<file path="config.mk">
export PLATFORM = sky130hd
export DESIGN_NAME = prompt_sequencer
export DESIGN_NICKNAME = d
export VERILOG_FILES = /design/src/rtl/vga_pkg.sv /design/src/rtl/prompt_sequencer_timer.sv /design/src/rtl/prompt_sequencer.sv
export SDC_FILE = /design/constraint.sdc
export NUM_CORES = 1
export LEC_CHECK = 0
export BUFFER_PORTS_ARGS = -buffer_cell sky130_fd_sc_hd__buf_2
export CAP_MARGIN = 10
export CORE_MARGIN = 10
export CORE_UTILIZATION = 50
export DETAILED_ROUTE_END_ITERATION = 10
export HOLD_SLACK_MARGIN = 0.1
export PLACE_DENSITY = 0.77
export SETUP_SLACK_MARGIN = 0.5
export SLEW_MARGIN = 10
export SYNTH_ARGS = -nofsm -noshare
export SYNTH_HDL_FRONTEND = slang
export SYNTH_SLANG_ARGS = --single-unit
</file>
<file path="constraint.sdc">
create_clock -name i_clk -period 2.1 [get_ports i_clk]
set_input_delay 0.105 -clock i_clk [delete_from_list [all_inputs] [get_ports i_clk]]
set_output_delay 0.105 -clock i_clk [all_outputs]
set_load 0.02 [all_outputs]
</file>
<file path="src/rtl/vga_pkg.sv">
// Shared VGA overlay definitions: sequencer state encoding, 800x525 timing
// constants and countdown digit values.
package vga_pkg;

    typedef enum logic [2:0] {
        CHECK_SW  = 3'd0,
        READY     = 3'd1,
        COUNTDOWN = 3'd2,
        PLAY      = 3'd3,
        OVER      = 3'd4
    } seq_state_t;

    localparam int H_LAST_DEF = 799;
    localparam int V_LAST_DEF = 524;

    localparam logic [1:0] DIGIT_FIRST = 2'd3;
    localparam logic [1:0] DIGIT_LAST  = 2'd1;

    function automatic int max2(input int a, input int b);
        return (a > b) ? a : b;
    endfunction

endpackage

</file>
<file path="src/rtl/prompt_sequencer_timer.sv">
// Tick-qualified frame counter with wrap or saturate behaviour and a
// terminal-count flag (count == i_limit).
module frame_timer #(
    parameter int W = 4
) (
    input  logic         i_clk,
    input  logic         i_rst,
    input  logic         i_tick,
    input  logic         i_clear,
    input  logic         i_saturate,
    input  logic [W-1:0] i_limit,
    output logic         o_tc
);

    logic [W-1:0] r_count;

    assign o_tc = (r_count == i_limit);

    always_ff @(posedge i_clk) begin
        if (!i_rst) begin
            r_count <= '0;
        end else if (i_tick) begin
            if (i_clear) begin
                r_count <= '0;
            end else if (o_tc) begin
                if (!i_saturate) begin
                    r_count <= '0;
                end
            end else begin
                r_count <= r_count + 1'b1;
            end
        end
    end

endmodule

</file>
<file path="src/rtl/prompt_sequencer.sv">
// Frame-synchronous game-phase sequencer driving the VGA prompt overlay enables.
// Optional blinking of start/game-over prompts is built when PROMPT_BLINK_EN is defined.
module prompt_sequencer
    import vga_pkg::*;
#(
    parameter int H_LAST       = H_LAST_DEF,
    parameter int V_LAST       = V_LAST_DEF,
    parameter int BLINK_FRAMES = 30,
    parameter int COUNT_FRAMES = 60,
    parameter int OVER_HOLD    = 120
) (
    input  logic       i_clk,
    input  logic       i_rst,
    input  logic [9:0] i_hCount,
    input  logic [9:0] i_vCount,
    input  logic       i_sw_any,
    input  logic       i_start_btn,
    input  logic       i_game_over,
    output logic       o_sw_off_en,
    output logic       o_start_en,
    output logic       o_countdown_en,
    output logic [1:0] o_digit,
    output logic       o_game_en,
    output logic       o_over_en,
    output logic       o_frame_tick
);

    localparam int FC_MAX = max2(COUNT_FRAMES - 1, OVER_HOLD);
    localparam int FCW    = (FC_MAX > 0) ? $clog2(FC_MAX + 1) : 1;
    localparam logic [FCW-1:0] L_COUNT_LAST = FCW'(COUNT_FRAMES - 1);
    localparam logic [FCW-1:0] L_OVER_HOLD  = FCW'(OVER_HOLD);

    if (BLINK_FRAMES < 1 || COUNT_FRAMES < 1 || OVER_HOLD < 0) begin : g_bad_params
        $error("prompt_sequencer: frame counts must be positive");
    end

    seq_state_t     r_state;
    seq_state_t     w_next;
    logic           w_tick;
    logic           w_start;
    logic           r_start_req;
    logic           r_frame_tick;
    logic [1:0]     r_digit;
    logic           w_fc_tc;
    logic           w_fc_clear;
    logic           w_fc_sat;
    logic [FCW-1:0] w_fc_limit;
    logic           w_next_phase;
    logic           w_sw_off_en, w_start_en, w_countdown_en, w_game_en, w_over_en;

    assign w_tick  = (i_hCount == 10'(H_LAST)) && (i_vCount == 10'(V_LAST));
    // A press landing on the tick cycle counts for that tick.
    assign w_start = r_start_req | i_start_btn;

    assign w_fc_sat   = (r_state == OVER);
    assign w_fc_clear = !((r_state == COUNTDOWN) || (r_state == OVER));
    assign w_fc_limit = w_fc_sat ? L_OVER_HOLD : L_COUNT_LAST;

    frame_timer #(.W(FCW)) u_frame_timer (
        .i_clk      (i_clk),
        .i_rst      (i_rst),
        .i_tick     (w_tick),
        .i_clear    (w_fc_clear),
        .i_saturate (w_fc_sat),
        .i_limit    (w_fc_limit),
        .o_tc       (w_fc_tc)
    );

    always_ff @(posedge i_clk) begin
        if (!i_rst) begin
            r_state      <= CHECK_SW;
            r_start_req  <= 1'b0;
            r_frame_tick <= 1'b0;
            r_digit      <= DIGIT_FIRST;
        end else begin
            r_frame_tick <= w_tick;
            if (w_tick) begin
                r_state     <= w_next;
                r_start_req <= 1'b0;
                if (r_state == READY && w_next == COUNTDOWN) begin
                    r_digit <= DIGIT_FIRST;
                end else if (r_state == COUNTDOWN && w_fc_tc && r_digit != DIGIT_LAST) begin
                    r_digit <= r_digit - 2'd1;
                end
            end else if (i_start_btn) begin
                r_start_req <= 1'b1;
            end
        end
    end

    always_comb begin
        w_next = r_state;
        case (r_state)
            CHECK_SW:  if (!i_sw_any) w_next = READY;
            READY: begin
                if (i_sw_any)     w_next = CHECK_SW;
                else if (w_start) w_next = COUNTDOWN;
            end
            COUNTDOWN: if (w_fc_tc && r_digit == DIGIT_LAST) w_next = PLAY;
            PLAY:      if (i_game_over) w_next = OVER;
            OVER:      if (w_fc_tc && w_start) w_next = CHECK_SW;
            default:   w_next = CHECK_SW;
        endcase
    end

`ifdef PROMPT_BLINK_EN
    localparam int BW = (BLINK_FRAMES > 1) ? $clog2(BLINK_FRAMES) : 1;

    logic w_blink_restart;
    logic w_blink_tc;
    logic r_phase;

    // Each entry into a blinking screen starts in the visible half-period.
    assign w_blink_restart = (w_next != r_state) && (w_next == READY || w_next == OVER);
    assign w_next_phase    = w_blink_restart | (w_blink_tc ? ~r_phase : r_phase);

    frame_timer #(.W(BW)) u_blink_timer (
        .i_clk      (i_clk),
        .i_rst      (i_rst),
        .i_tick     (w_tick),
        .i_clear    (w_blink_restart),
        .i_saturate (1'b0),
        .i_limit    (BW'(BLINK_FRAMES - 1)),
        .o_tc       (w_blink_tc)
    );

    always_ff @(posedge i_clk) begin
        if (!i_rst) begin
            r_phase <= 1'b1;
        end else if (w_tick) begin
            r_phase <= w_next_phase;
        end
    end
`else
    assign w_next_phase = 1'b1;
`endif

    always_comb begin
        w_sw_off_en    = (w_next == CHECK_SW);
        w_start_en     = (w_next == READY) & w_next_phase;
        w_countdown_en = (w_next == COUNTDOWN);
        w_game_en      = (w_next == PLAY);
        w_over_en      = (w_next == OVER) & w_next_phase;
    end

    always_ff @(posedge i_clk) begin
        if (!i_rst) begin
            o_sw_off_en    <= 1'b0;
            o_start_en     <= 1'b0;
            o_countdown_en <= 1'b0;
            o_game_en      <= 1'b0;
            o_over_en      <= 1'b0;
        end else if (w_tick) begin
            o_sw_off_en    <= w_sw_off_en;
            o_start_en     <= w_start_en;
            o_countdown_en <= w_countdown_en;
            o_game_en      <= w_game_en;
            o_over_en      <= w_over_en;
        end
    end

    assign o_digit      = r_digit;
    assign o_frame_tick = r_frame_tick;

endmodule

</file>
# Word level (Yosys, flattened, before mapping)
# Index checks and enable logic that the tools add are counted.
word_totals:
  reg_bits: 19
  in_bits: 25
  out_inout_bits: 8
  wordCells: 54
op_classes:
  addsub: 2
  n_eq_ne: 14
  n_mux: 13
  bitwise_logic: 2
  reduce_logical: 13
ops:
  columns: ["op", "count"]
  rows:
  - ["7-bit 2-to-1 mux", 4]
  - ["10-bit == test, second input constant", 2]
  - ["3-bit 2-to-1 mux", 6]
  - ["3-bit case mux with 5 select lines", 1]
  - ["3-bit by 2-bit == test with 1-bit output, second input constant", 4]
  - ["7-bit by 1-bit adder with 7-bit output, second input constant", 1]
  - ["7-bit == test", 1]
  - ["3-bit by 1-bit == test with 1-bit output, second input constant", 2]
  - ["3-bit == test, second input constant", 2]
  - ["1-bit logical AND", 6]
  - ["3-bit logical NOT", 2]
  - ["2-bit 2-to-1 mux", 2]
  - ["2-bit AND reduction", 2]
  - ["3-bit != test, second input constant", 1]
  - ["2-bit by 1-bit == test with 1-bit output, second input constant", 1]
  - ["2-bit by 1-bit != test with 1-bit output, second input constant", 1]
  - ["2-bit nonzero test", 1]
  - ["2-bit OR reduction", 1]
  - ["2-bit by 1-bit subtractor with 2-bit output, second input constant", 1]
  - ["1-bit logical OR", 1]
  - ["1-bit inverter", 1]
  - ["1-bit OR", 1]

# Depth between registers and ports, before layout
# Gate-level depths: netlist (run 1).
depth:
  word_depth: 10
  depth_mapped: 6
  ltp_nobuf: 6

# By module
# From an unflattened synthesis (run 1), not the netlist that was laid out.
hier_totals:
  cells_unflattened: 137
  hier_area_um2: 1213.7
modules_own_cells:
  columns: ["module", "n_inst", "cells_per_inst", "area_each_um2", "seq_area_each_um2"]
  rows:
  - ["prompt_sequencer", 1, 79, 719.4, 240.2]
  - ["frame_timer", 1, 58, 494.2, 140.1]

# Least setup slack after synthesis (run 1)
# OpenSTA, ideal clock, no wires.
synth_timing:
  kind: "register to register"
  startpoint: "register r_digit[1] (netlist: o_digit[1])"
  endpoint: "register r_digit[0] (netlist: o_digit[0])"
  setup_ns: 0.074
  t_arrival_ns: 1.638
  required_time_ns: 2.026
  slack_ns: 0.388
  stages_incl_launch_ff: 6
  path_buffers: 0
  period_less_slack_ns: 1.712
  cell_sequence: "dfxtp_1 > inv_1 > ha_1 > or4_4 > a211o_1 > a31oi_1"
synth_between:
  elab_chain_cells: 8
  elab_cells_between_ends: 11
  cone_classes: "eq/ne (3); mux (3); reduce/logical (5)"
synth_rtl:
  columns: ["element", "line", "source"]
  rows:
  - ["start, declared", "prompt_sequencer.sv:43", "logic [1:0] r_digit;"]
  - ["start signal, assigned", "prompt_sequencer.sv:83", "r_digit <= r_digit - 2'd1;"]
  - ["2-bit by 1-bit == test with 1-bit output", "prompt_sequencer.sv:99", "COUNTDOWN: if (w_fc_tc && r_digit == DIGIT_LAST) w_next = PLAY;"]
  - ["1-bit logical AND", "prompt_sequencer.sv:99", null]
  - ["3-bit 2-to-1 mux", "prompt_sequencer.sv:99", null]
  - ["3-bit case mux with 5 select lines", "prompt_sequencer.sv:93", "case (r_state)"]
  - ["3-bit by 2-bit == test with 1-bit output", "prompt_sequencer.sv:80", "if (r_state == READY && w_next == COUNTDOWN) begin"]
  - ["1-bit logical AND", "prompt_sequencer.sv:80", null]
  - ["2-bit nonzero test (no line)", null, null]
  - ["2-bit AND reduction (no line)", null, null]
# Parallel ways exist; a longest one is shown, timed or not.
# A chain may end at the register's enable or synchronous reset.

# Worst setup path in the final report (run 1)
layout_timing:
  startpoint: "register r_state[1]"
  endpoint: "register u_frame_timer.r_count[4]"
layout_between:
  elab_chain_cells: 5
  elab_cells_between_ends: 9
  cone_classes: "eq/ne (4); mux (3); reduce/logical (2)"
layout_rtl:
  columns: ["element", "line", "source"]
  rows:
  - ["start, declared", "prompt_sequencer.sv:37", "seq_state_t r_state;"]
  - ["start signal, assigned", "prompt_sequencer.sv:78", "r_state <= w_next;"]
  - ["3-bit == test", "prompt_sequencer.sv:55, prompt_sequencer.sv:56", null]
  - ["7-bit 2-to-1 mux", "prompt_sequencer.sv:57", "assign w_fc_limit = w_fc_sat ? L_OVER_HOLD : L_COUNT_LAST;"]
  - ["7-bit == test", "prompt_sequencer_timer.sv:17", "assign o_tc = (r_count == i_limit);"]
  - ["3-bit != test (no line) / 7-bit 2-to-1 mux (equally long branches)", null, null]
  - ["2-bit AND reduction (no line) / 7-bit 2-to-1 mux (equally long branches)", null, null]
  - ["end signal, assigned", "prompt_sequencer_timer.sv:30", "r_count <= r_count + 1'b1;"]
  - ["end, declared", "prompt_sequencer_timer.sv:15", "logic [W-1:0] r_count;"]
# Parallel ways exist; a longest one is shown, timed or not.

==> results of run 1 <==
worst max-delay path by stage:
stage	startpoint	endpoint	slack, ns	cells past startpoint
final	r_state[1]$_SDFFE_PN0P_	u_frame_timer.r_count[4]$_SDFFE_PN0P_	0.30	6
after CTS	r_state[1]$_SDFFE_PN0P_	o_digit[0]$_SDFFE_PN1P_	0.40	4
after global routing	r_state[1]$_SDFFE_PN0P_	u_frame_timer.r_count[4]$_SDFFE_PN0P_	0.24	6
after floorplan	r_state[1]$_SDFFE_PN0P_	o_digit[0]$_SDFFE_PN1P_	0.47	4
after detailed placement	r_state[1]$_SDFFE_PN0P_	o_start_en$_SDFFE_PN0P_	0.40	4
after global placement	r_state[1]$_SDFFE_PN0P_	o_digit[1]$_SDFFE_PN1P_	0.43	4
layer usage:
layer / track usage / share of wire / up-vias
met5: 0 / 0 / -
met4: 0.0779 / 0.055 / 0
met3: 0.0343 / 0.075 / 28
met2: 0.318 / 0.52 / 97
met1: 0.174 / 0.35 / 658
li1: - / - / 617
cells in the final DEF (no fill, tap or decap), types with 4 or more instances in the layout:
cell / Yosys / final
a211oi_1: 4 / 4
dfxtp_2: 0 / 7
buf_2: 0 / 32
nand2_1: 11 / 11
a21oi_1: 5 / 5
buf_4: 0 / 12
inv_1: 6 / 6
dfxtp_1: 19 / 9
buf_6: 0 / 4
o31ai_1: 4 / 4
repair_timing:
action | in CTS | in global routing
pin swaps | 8 | 5
endpoints found under the hold margin | 0 | 0
resized for setup | 9 | 18
setup endpoints to repair | 5 | 14
buffers inserted | 6 | 6
registers in the layout, summed over array words and instances (netlist names):
| signal | cells |
|---|---|
| u_frame_timer.r_count | 7 |
| r_state | 3 |
| o_digit | 2 |
| o_countdown_en | 1 |
| o_frame_tick | 1 |
| o_game_en | 1 |
| o_over_en | 1 |
| o_start_en | 1 |
| o_sw_off_en | 1 |
| r_start_req | 1 |
cell type report:
class	instances	area, um^2	share of cell area
well taps	28	35.0	0.0220
clock buffers	3	22.5	0.0142
multi-input cells	101	808	0.509
flip-flops and latches	19	400	0.252
clock inverters	1	5.00	0.00315
repair buffers	48	295	0.186
inverters	6	22.5	0.0142
metrics by stage:
stage | std cells | worst slack (ns)
2_1_floorplan | 133 | 0.470
3_3_place_gp | 190 | 0.435
3_5_place_dp | 190 | 0.395
4_1_cts | 200 | 0.401
5_1_grt | 206 | 0.241
6_report | 206 | 0.296
worst max-delay path: cells and delay by family, from the launching register on:
family / cells / cell delay (ns)
buffers and inverters: 2 / 0.30
flip-flops: 1 / 0.37
AO/OA/AOI/OAI: 2 / 0.63
AND/OR/NAND/NOR: 2 / 0.38
where the power goes:
group          internal (mW)  total, mW  switching, mW
Combinational         0.0225     0.0478         0.0253
Sequential             0.357      0.358       0.000612
Clock                 0.0715      0.198          0.127
Total                  0.451      0.604          0.153
cells by family (layout without fill, tap and decap cells):
group           count (synthesis)  in the layout  synth area share
compound gates                 40             40             0.277
xor+xnor                        1              1           0.00766
fa+ha+maj                       2              2            0.0219
buf+inv                        13             58            0.0427
flops                          19             19             0.333
simple gates                   58             58             0.318
==> summary.txt, run 1 <==
Run status
  – Outcome: completed

Power and ir drop
  – Power Total: about 600 uW
  – Pwr dens: 380 nW/um^2
  – Leak Pwr: roughly 0.64 nW
  – Worst IR Drop VDD: 0.368 mV

STA
  – RSZ-0062 raised after global routing: true
  – Hold Worst Slack: 0.227 ns
  – Setup TNS: 0 ns
  – Final period util: 0.859
  – Worst-Margin Slew: 0.566 ns
  – Final Hold Vio Count: 0
  – Min Tclk post-route: ~1.8 ns
  – Max transition margin: 0.622
  – Slew Limit Fails: 0
  – Final setup vio count: 0
  – Final Skew: 0.00623 ns
  – Fmax: 554 MHz

Setup path
  – Setup Crit Path Kind: reg -> reg
  – WP data arrival: 2.01 ns
  – Flop-to-flop setup slack: 0.30 ns
  – Max Fanout on Critical Path: 4
  – R2R cell count: 6
  – CP required: roughly 2.3 ns
  – Critical-path cell list: buf_4 -> and4b_2 -> a211oi_4 -> buf_6 -> nand4_1 -> o31ai_1
  – Crit path largest cell delay: 0.37 ns
  – Reg2reg end: u_frame_timer.r_count[4]$_SDFFE_PN0P_
  – Startpoint Class: flop
  – Reg-to-Reg Start: r_state[1]$_SDFFE_PN0P_
  – CP Capture Type: flop
  – CP max stage cell: dfxtp_4

Min path
  – Hold Startpoint: i_rst
  – Hold Path Depth: 2
  – HP Class: in -> reg
  – Hold-critical path endpoint: r_state[2]$_SDFFE_PN0P_

Floorplanning
  – Core area: 2190 um^2
  – Die area: 4600 um^2
  – Die extent in x: approximately 68 um
  – Num rows: 17
  – Initial Util: 0.522
  – Chip height: 67.8 um
  – I/O Pins: 33

Layout
  – Share of cells above drive strength 1: 0.444
  – Nets: between 200 and 250
  – Final instance area: 1590 um^2
  – Layout Utilization: 0.725
  – # fillers: 162
  – Area delta synth->final: 38.9%
  – Diode count: 0

Clocking
  – CTS Buf Count: 3
  – CTS max path bufs: 2
  – Clk Latency, worst-skew pair: ~0.32 ns
  – H-tree depth: 1
  – Hold buffers post-CTS: 0
  – Root Driver: clkbuf_4
  – Sink Count: 19
  – Reg clk slew, reported paths: 0.12 ns
  – CTS tree: built

Detailed routing
  – Total Routed Length: 4220 um
  – Ratio of routed vias to standard cells: 6.80
  – Wire per inst: 20.5 um
  – Total number of vias: 1400
  – DRC: 0
  – DRT Pass-1 Iters: 4
  – 1st-iter DRT viols: 100
  – ANT nets after route: 0

Logic synthesis
  – Synth unique cells: 50
  – Top-area cell type share of the netlist area: 0.333
  – Post-synthesis sequential area ratio: 0.333
  – Warning count from the yosys run: 0
  – Synth Register Bits: 19
  – Synth top cells by count: dfxtp_1 (19), nand2_1 (11), clkbuf_1 (6), inv_1 (6)
  – Area leader, netlist: dfxtp_1
  – Most common cell in the netlist: dfxtp_1
  – Post-synth EDFFs: 0
  – Synthesized instance count: 133
  – Mapped Area: 1140 um^2
  – Net Count, Synth: 160
  – Post-synth ARST share: 0
  – Top area cells in the synthesized netlist: dfxtp_1 (33%), nand2_1 (3.6%), a32o_1 (2.6%)
  – Synth Flop Type: dfxtp_1
  – Avg Cell Area, Syn: 8.60 um^2

Global routing
  – GRT overflow: 0
  – Largest net degree at the start of global routing: 25
  – Vias in the first global route: 1326
  – GR Util All Layers: 0.168
  – Initial antenna violation count: 0
  – First-pass GRT wire length: 5990 um

Place
  – # port buffers: 32
  – Placed Instance Area: about 1400 um^2
  – Placer Congestion: 0.902
  – Detailed Place HPWL: 2470 um

Run
  – Max Cap Viol: 0
(Power assumes the default switching activity.)
==> inputs of run 2 (changes only) <==
Settings changed: CORE_UTILIZATION 50 to 53, CTS_BUF_LIST set to sky130_fd_sc_hd__clkbuf_2, PLACE_DENSITY 0.77 to 0.81.
==> run 2 against run 1 <==
  * First-iteration DRC count increased by 24%
  * Setup slack improved by 0.034 ns
  * Cell area decreased by 4.0%
  * Core utilization increased by 3.7 points
  * Combinational power about the same
  * Sequential cell count unchanged
  * Global-route usage increased by 0.48 points
  * Critical path depth decreased by 2
  * Power decreased by 6.0%
  * Final cell count decreased by 1.5%
  * Clock power decreased by 17%
  * Critical path type unchanged
==> summary.txt, run 2 (same netlist as run 1, synthesis figures left out) <==
STA
  – Fmax: 565 MHz
  – Final Skew: approximately 0.012 ns
  – Worst-Margin Slew: between 0.5 and 0.6 ns
  – Hold Worst Slack: 0.182 ns
  – Setup slack after layout: 0.330 ns
  – Max transition margin: 0.604
  – Slew Limit Fails: 0
  – Min Tclk post-route: 1.77 ns
  – Setup TNS: 0 ns
  – Final Hold Vio Count: 0
  – Final setup vio count: 0
  – RSZ-0062 raised after global routing: true
  – Final period util: 0.843

Setup path
  – Critical-path cell list: or3b_4 -> or4_4 -> a211o_1 -> a31oi_1
  – CP required: 2.36 ns
  – Reg2reg end: o_digit[0]$_SDFFE_PN1P_
  – R2R cell count: 4
  – Startpoint Class: flop
  – CP Capture Type: flop
  – Crit path largest cell delay: 0.44 ns
  – CP max stage cell: or4_4
  – WP data arrival: a little over 2 ns
  – CP Launch Point: r_state[1]$_SDFFE_PN0P_
  – Reg-to-Reg Start: r_state[1]$_SDFFE_PN0P_
  – Setup Crit Path Kind: reg -> reg
  – Flop-to-flop setup slack: 0.33 ns
  – Max Fanout on Critical Path: 3
  – Worst setup path endpoint: o_digit[0]$_SDFFE_PN1P_

Layout
  – Finished Layout Cells: roughly 200
  – Most frequent cells in the layout: buf_2 (32), buf_4 (14), nand2_1 (11)
  – Largest register FFs: 7
  – Biggest register: u_frame_timer.r_count
  – Final instance area: about 1500 um^2
  – Commonest non-fill, non-tap cell in the layout: buf_2
  – Diode count: 0
  – # fillers: 152
  – Layout Utilization: 0.762
  – Area delta synth->final: 33.4%
  – Share of cells above drive strength 1: 0.432
  – Nets: 204

Min path
  – HP Class: in -> reg

Detailed routing
  – Total Routed Length: 3830 um
  – DRC: 0
  – DRT Pass-1 Iters: 4
  – 1st-iter DRT viols: 124
  – Ratio of routed vias to standard cells: 6.38
  – Wire per inst: between 15 and 20 um
  – Total number of vias: roughly 1300
  – ANT nets after route: 0

Floorplanning
  – Die area: 4420 um^2
  – Chip height: 66.5 um
  – Die extent in x: 66.5 um
  – I/O Pins: 33
  – Num rows: 16
  – Initial Util: 0.571
  – Core area: 2000 um^2

Place
  – Detailed Place HPWL: ~2700 um
  – # port buffers: 32
  – Pre-CTS setup slack: between 0.3 and 0.4 ns
  – Inst Count DP: 190
  – Placer Congestion: 0.905
  – Placed Instance Area: 1360 um^2

Power and ir drop
  – Worst IR Drop VDD: 0.289 mV
  – Leak Pwr: between 0.6 and 0.7 nW
  – Power Total: 568 uW
  – Pwr dens: between 300 and 400 nW/um^2

Clocking
  – Hold buffers post-CTS: 0
  – Sink Count: 19
  – CTS tree: built
  – CTS max path bufs: 2
  – Root Driver: clkbuf_2
  – Clk Latency, worst-skew pair: ~0.32 ns
  – H-tree depth: 1
  – CTS Buf Count: 3
  – Reg clk slew, reported paths: 0.20 ns

Run
  – Max Cap Viol: 0

Global routing
  – GRT overflow: 0
  – First-pass GRT wire length: 6150 um
  – Vias in the first global route: 1310
  – Initial antenna violation count: 0
  – GR Util All Layers: 0.173
  – Largest net degree at the start of global routing: 24

Run status
  – Outcome: completed
[run 2: changes by cell type in the layout (fill, tap and decap cells not counted), moves of 2 or more]
cell / change
clkbuf_4: -3
buf_4: +2
o32ai_2: -2
dfxtp_4: +2
nand3_1: +2
o32ai_1: +2
clkbuf_2: +3
buf_6: -4
[run 2: how the worst min path moves through the flow]
stage / startpoint / to / slack (ns) / depth (start not counted)
after detailed placement: o_over_en$_SDFFE_PN0P_ / o_over_en$_SDFFE_PN0P_ / 0.48 / 1
after global routing: i_rst / o_frame_tick$_SDFF_PN0_ / 0.17 / 3
after floorplan: i_rst / u_frame_timer.r_count[0]$_SDFFE_PN0P_ / 0.26 / 2
after global placement: o_digit[0]$_SDFFE_PN1P_ / o_digit[0]$_SDFFE_PN1P_ / 0.47 / 2
after CTS: i_rst / o_frame_tick$_SDFF_PN0_ / 0.16 / 3
final: i_rst / o_frame_tick$_SDFF_PN0_ / 0.18 / 3
[run 2: metal layers]
metal  global-route usage  vias to the layer above  wire length [um]
li1                     -                      613                 -
met1                0.189                      605              1460
met2                0.313                       65              2070
met3               0.0334                       13               211
met4               0.0785                        0                87
met5                    0                        -                 0
[run 2: power breakdown]
group / switching, mW / internal, mW
Combinational: 0.0242 / 0.0235
Clock: 0.121 / 0.0431
Sequential: 0.000569 / 0.356
Total: 0.145 / 0.422
[run 2: area by class of cell]
class / instances / area [um^2] / area share
Multi-Input combinational cell: 101 / 777 / 0.509
Sequential cell: 19 / 407 / 0.267
Timing Repair Buffer: 46 / 265 / 0.174
Tap cell: 27 / 33.8 / 0.0221
Inverter: 6 / 22.5 / 0.0148
Clock buffer: 3 / 15.0 / 0.00984
Clock inverter: 1 / 5.00 / 0.00328
[run 2: worst max-delay path, delay by kind of cell (launching register included)]
family,cells,cell delay (ns)
AOI/OAI and AO/OA,2,0.48
DFF,1,0.40
and+or+nand+nor,2,0.82
[run 2: timing repair]
action	CTS	global route
gates resized for setup	11	12
setup endpoints to repair	6	11
setup buffers	6	3
pin swaps	5	4
endpoints found under the hold margin	0	0
==> inputs of run 3 (changes only) <==
Settings changed: CORE_UTILIZATION 53 to 48, PLACE_DENSITY 0.81 to 0.78.
Clock period 2.1 ns to 1.45 ns, I/O delays scaled along.
==> run 3 against run 2 <==
  * The flow now finishes with violations (setup timing)
  * Critical path depth unchanged
  * Sequential power up 46%
  * Power up 51%
  * Cell area up 23%
  * First-iteration DRC count down 27%
  * Core utilization up 7.6 points
  * Final cell count up 10%
==> summary.txt, run 3 (same netlist as run 1, synthesis figures left out) <==
Run status
  – Outcome: finished with violations
  – Violated checks: setup timing

Detailed routing
  – Wire per inst: between 15 and 20 um
  – DRC: 0
  – ANT nets after route: 0
  – Ratio of routed vias to standard cells: 6.17
  – 1st-iter DRT viols: 90
  – Total number of vias: 1381
  – Total Routed Length: roughly 4300 um
  – DRT Pass-1 Iters: 4

Power and ir drop
  – Worst IR Drop VDD: 0.470 mV
  – Leak Pwr: 0.781 nW
  – Pwr dens: about 460 nW/um^2
  – Power Total: 860 uW

Setup path
  – Reg-to-Reg Start: r_state[1]$_SDFFE_PN0P_
  – CP Launch Point: r_state[1]$_SDFFE_PN0P_
  – CP max stage cell: or4_4
  – CP Capture Type: flop
  – Critical-path cell list: or3b_1 -> or4_4 -> nor4_1 -> a31oi_1
  – Startpoint Class: flop
  – CP delay by family, top: simple AND/OR/NAND/NOR gates
  – Flop-to-flop setup slack: -0.37 ns
  – Crit path largest cell delay: 0.44 ns
  – WP data arrival: 2.02 ns
  – Max Fanout on Critical Path: 3
  – Setup Crit Path Kind: reg -> reg
  – Critical Path Stages: 4
  – Reg2reg end: o_digit[1]$_SDFFE_PN1P_
  – Worst path bufs/invs: 0
  – CP required: 1.65 ns
  – R2R cell count: 4

Floorplanning
  – Die extent in x: around 69 um
  – I/O Pins: 33
  – Die area: 4730 um^2
  – Num rows: 17
  – Initial Util: 0.512
  – Core area: around 2200 um^2
  – Chip height: 68.8 um

STA
  – Max transition margin: 0.559
  – Setup slack after layout: -0.365 ns
  – Final setup vio count: 16
  – Fmax: 551 MHz
  – Final period util: 1.25
  – RSZ-0062 raised after global routing: true
  – Slew Limit Fails: 0
  – Min Tclk post-route: between 1.5 and 2 ns
  – Hold Worst Slack: ~0.13 ns
  – Final Skew: roughly 0.017 ns
  – Final Hold Vio Count: 0
  – Setup TNS: -2.21 ns
  – Worst-Margin Slew: between 0.6 and 0.7 ns

Layout
  – Share of cells above drive strength 1: 0.592
  – Biggest register: u_frame_timer.r_count
  – Largest register FFs: 7
  – Most frequent cells in the layout: buf_2 (24), buf_4 (22), buf_6 (18)
  – Final instance area: 1870 um^2
  – Commonest non-fill, non-tap cell in the layout: buf_2
  – Nets: 224
  – Area delta synth->final: 63.7%
  – Diode count: 0

Global routing
  – Top Usage Layer GRT: met2
  – GRT overflow: 0
  – Vias in the first global route: 1473
  – Largest net degree at the start of global routing: 15
  – Met3 global-route usage: 0.0338
  – First-pass GRT wire length: between 6000 and 7000 um
  – Global Route met2 Usage: 0.359
  – Initial antenna violation count: 0
  – Grt met1 use: 0.206
  – GR Util All Layers: 0.192

Clocking
  – CTS Buf Count: 3
  – Sink Count: 19
  – H-tree depth: 1
  – CTS max path bufs: 2
  – Clk Latency, worst-skew pair: 0.32 ns
  – Root Driver: clkbuf_2
  – Reg clk slew, reported paths: 0.22 ns
  – CTS tree: built

Place
  – # port buffers: 32
  – Placer Congestion: 0.835
  – Pre-CTS setup slack: -0.210 ns
  – Placed Instance Area: 1560 um^2
  – Detailed Place HPWL: 2890 um

Min path
  – Hold-critical path endpoint: o_frame_tick$_SDFF_PN0_
  – Hold Startpoint: i_rst
  – Hold Path Depth: 3
  – HP Class: in -> reg

Run
  – Max Cap Viol: 0
[run 3: changes by cell type in the layout (fill, tap and decap cells not counted), sizes merged]
cell,delta
buf,+18
dlygate4sd3,+2
[run 3: final cells by class]
| class | instances | area [um^2] |
|---|---|---|
| Clock buffer | 3 | 15.0 |
| Clock inverter | 1 | 5.00 |
| Fill cell | 146 | 362 |
| Inverter | 6 | 22.5 |
| Multi-Input combinational cell | 101 | 881 |
| Sequential cell | 19 | 405 |
| Tap cell | 28 | 35.0 |
| Timing Repair Buffer | 66 | 508 |
[run 3: how the worst max path moves through the flow]
stage / to
2_1_floorplan: o_digit[0]$_SDFFE_PN1P_
3_3_place_gp: o_digit[1]$_SDFFE_PN1P_
3_5_place_dp: o_digit[1]$_SDFFE_PN1P_
4_1_cts: o_digit[1]$_SDFFE_PN1P_
5_1_grt: o_digit[1]$_SDFFE_PN1P_
6_report: o_digit[1]$_SDFFE_PN1P_
[run 3: repair_timing]
| item | 4_1_cts | 5_1_grt |
|---|---|---|
| setup endpoints to repair | 23 | 26 |
| buffers inserted | 5 | 3 |
| hold endpoints to repair | 6 | 0 |
| hold buffers | 2 | 0 |
| pin swaps | 19 | 11 |
| gates resized for setup | 40 | 21 |
[run 3: per-stage QoR]
stage | std cells | util
finish | 224 | 0.838
global placement | 210 | 0.699
detailed placement | 210 | 0.699
CTS | 221 | 0.800
global route | 224 | 0.838
floorplan | 133 | -
[run 3: report_power, final]
part	switching [mW]	internal [mW]	leakage [nW]
Combinational	0.0425	0.0498	0.605
Sequential	0.000816	0.521	0.160
Clock	0.184	0.0625	0.0164
Total	0.227	0.633	0.781
[run 3: worst min-delay path, stage by stage]
cell    delay, ns
buf_2        0.11
inv_1        0.13
nor2_1       0.12
[run 3: layer usage]
metal,part of all wire,up-vias
met3,0.056,16
li1,-,658
met4,0.033,0
met1,0.38,657
met5,0,-
met2,0.53,50
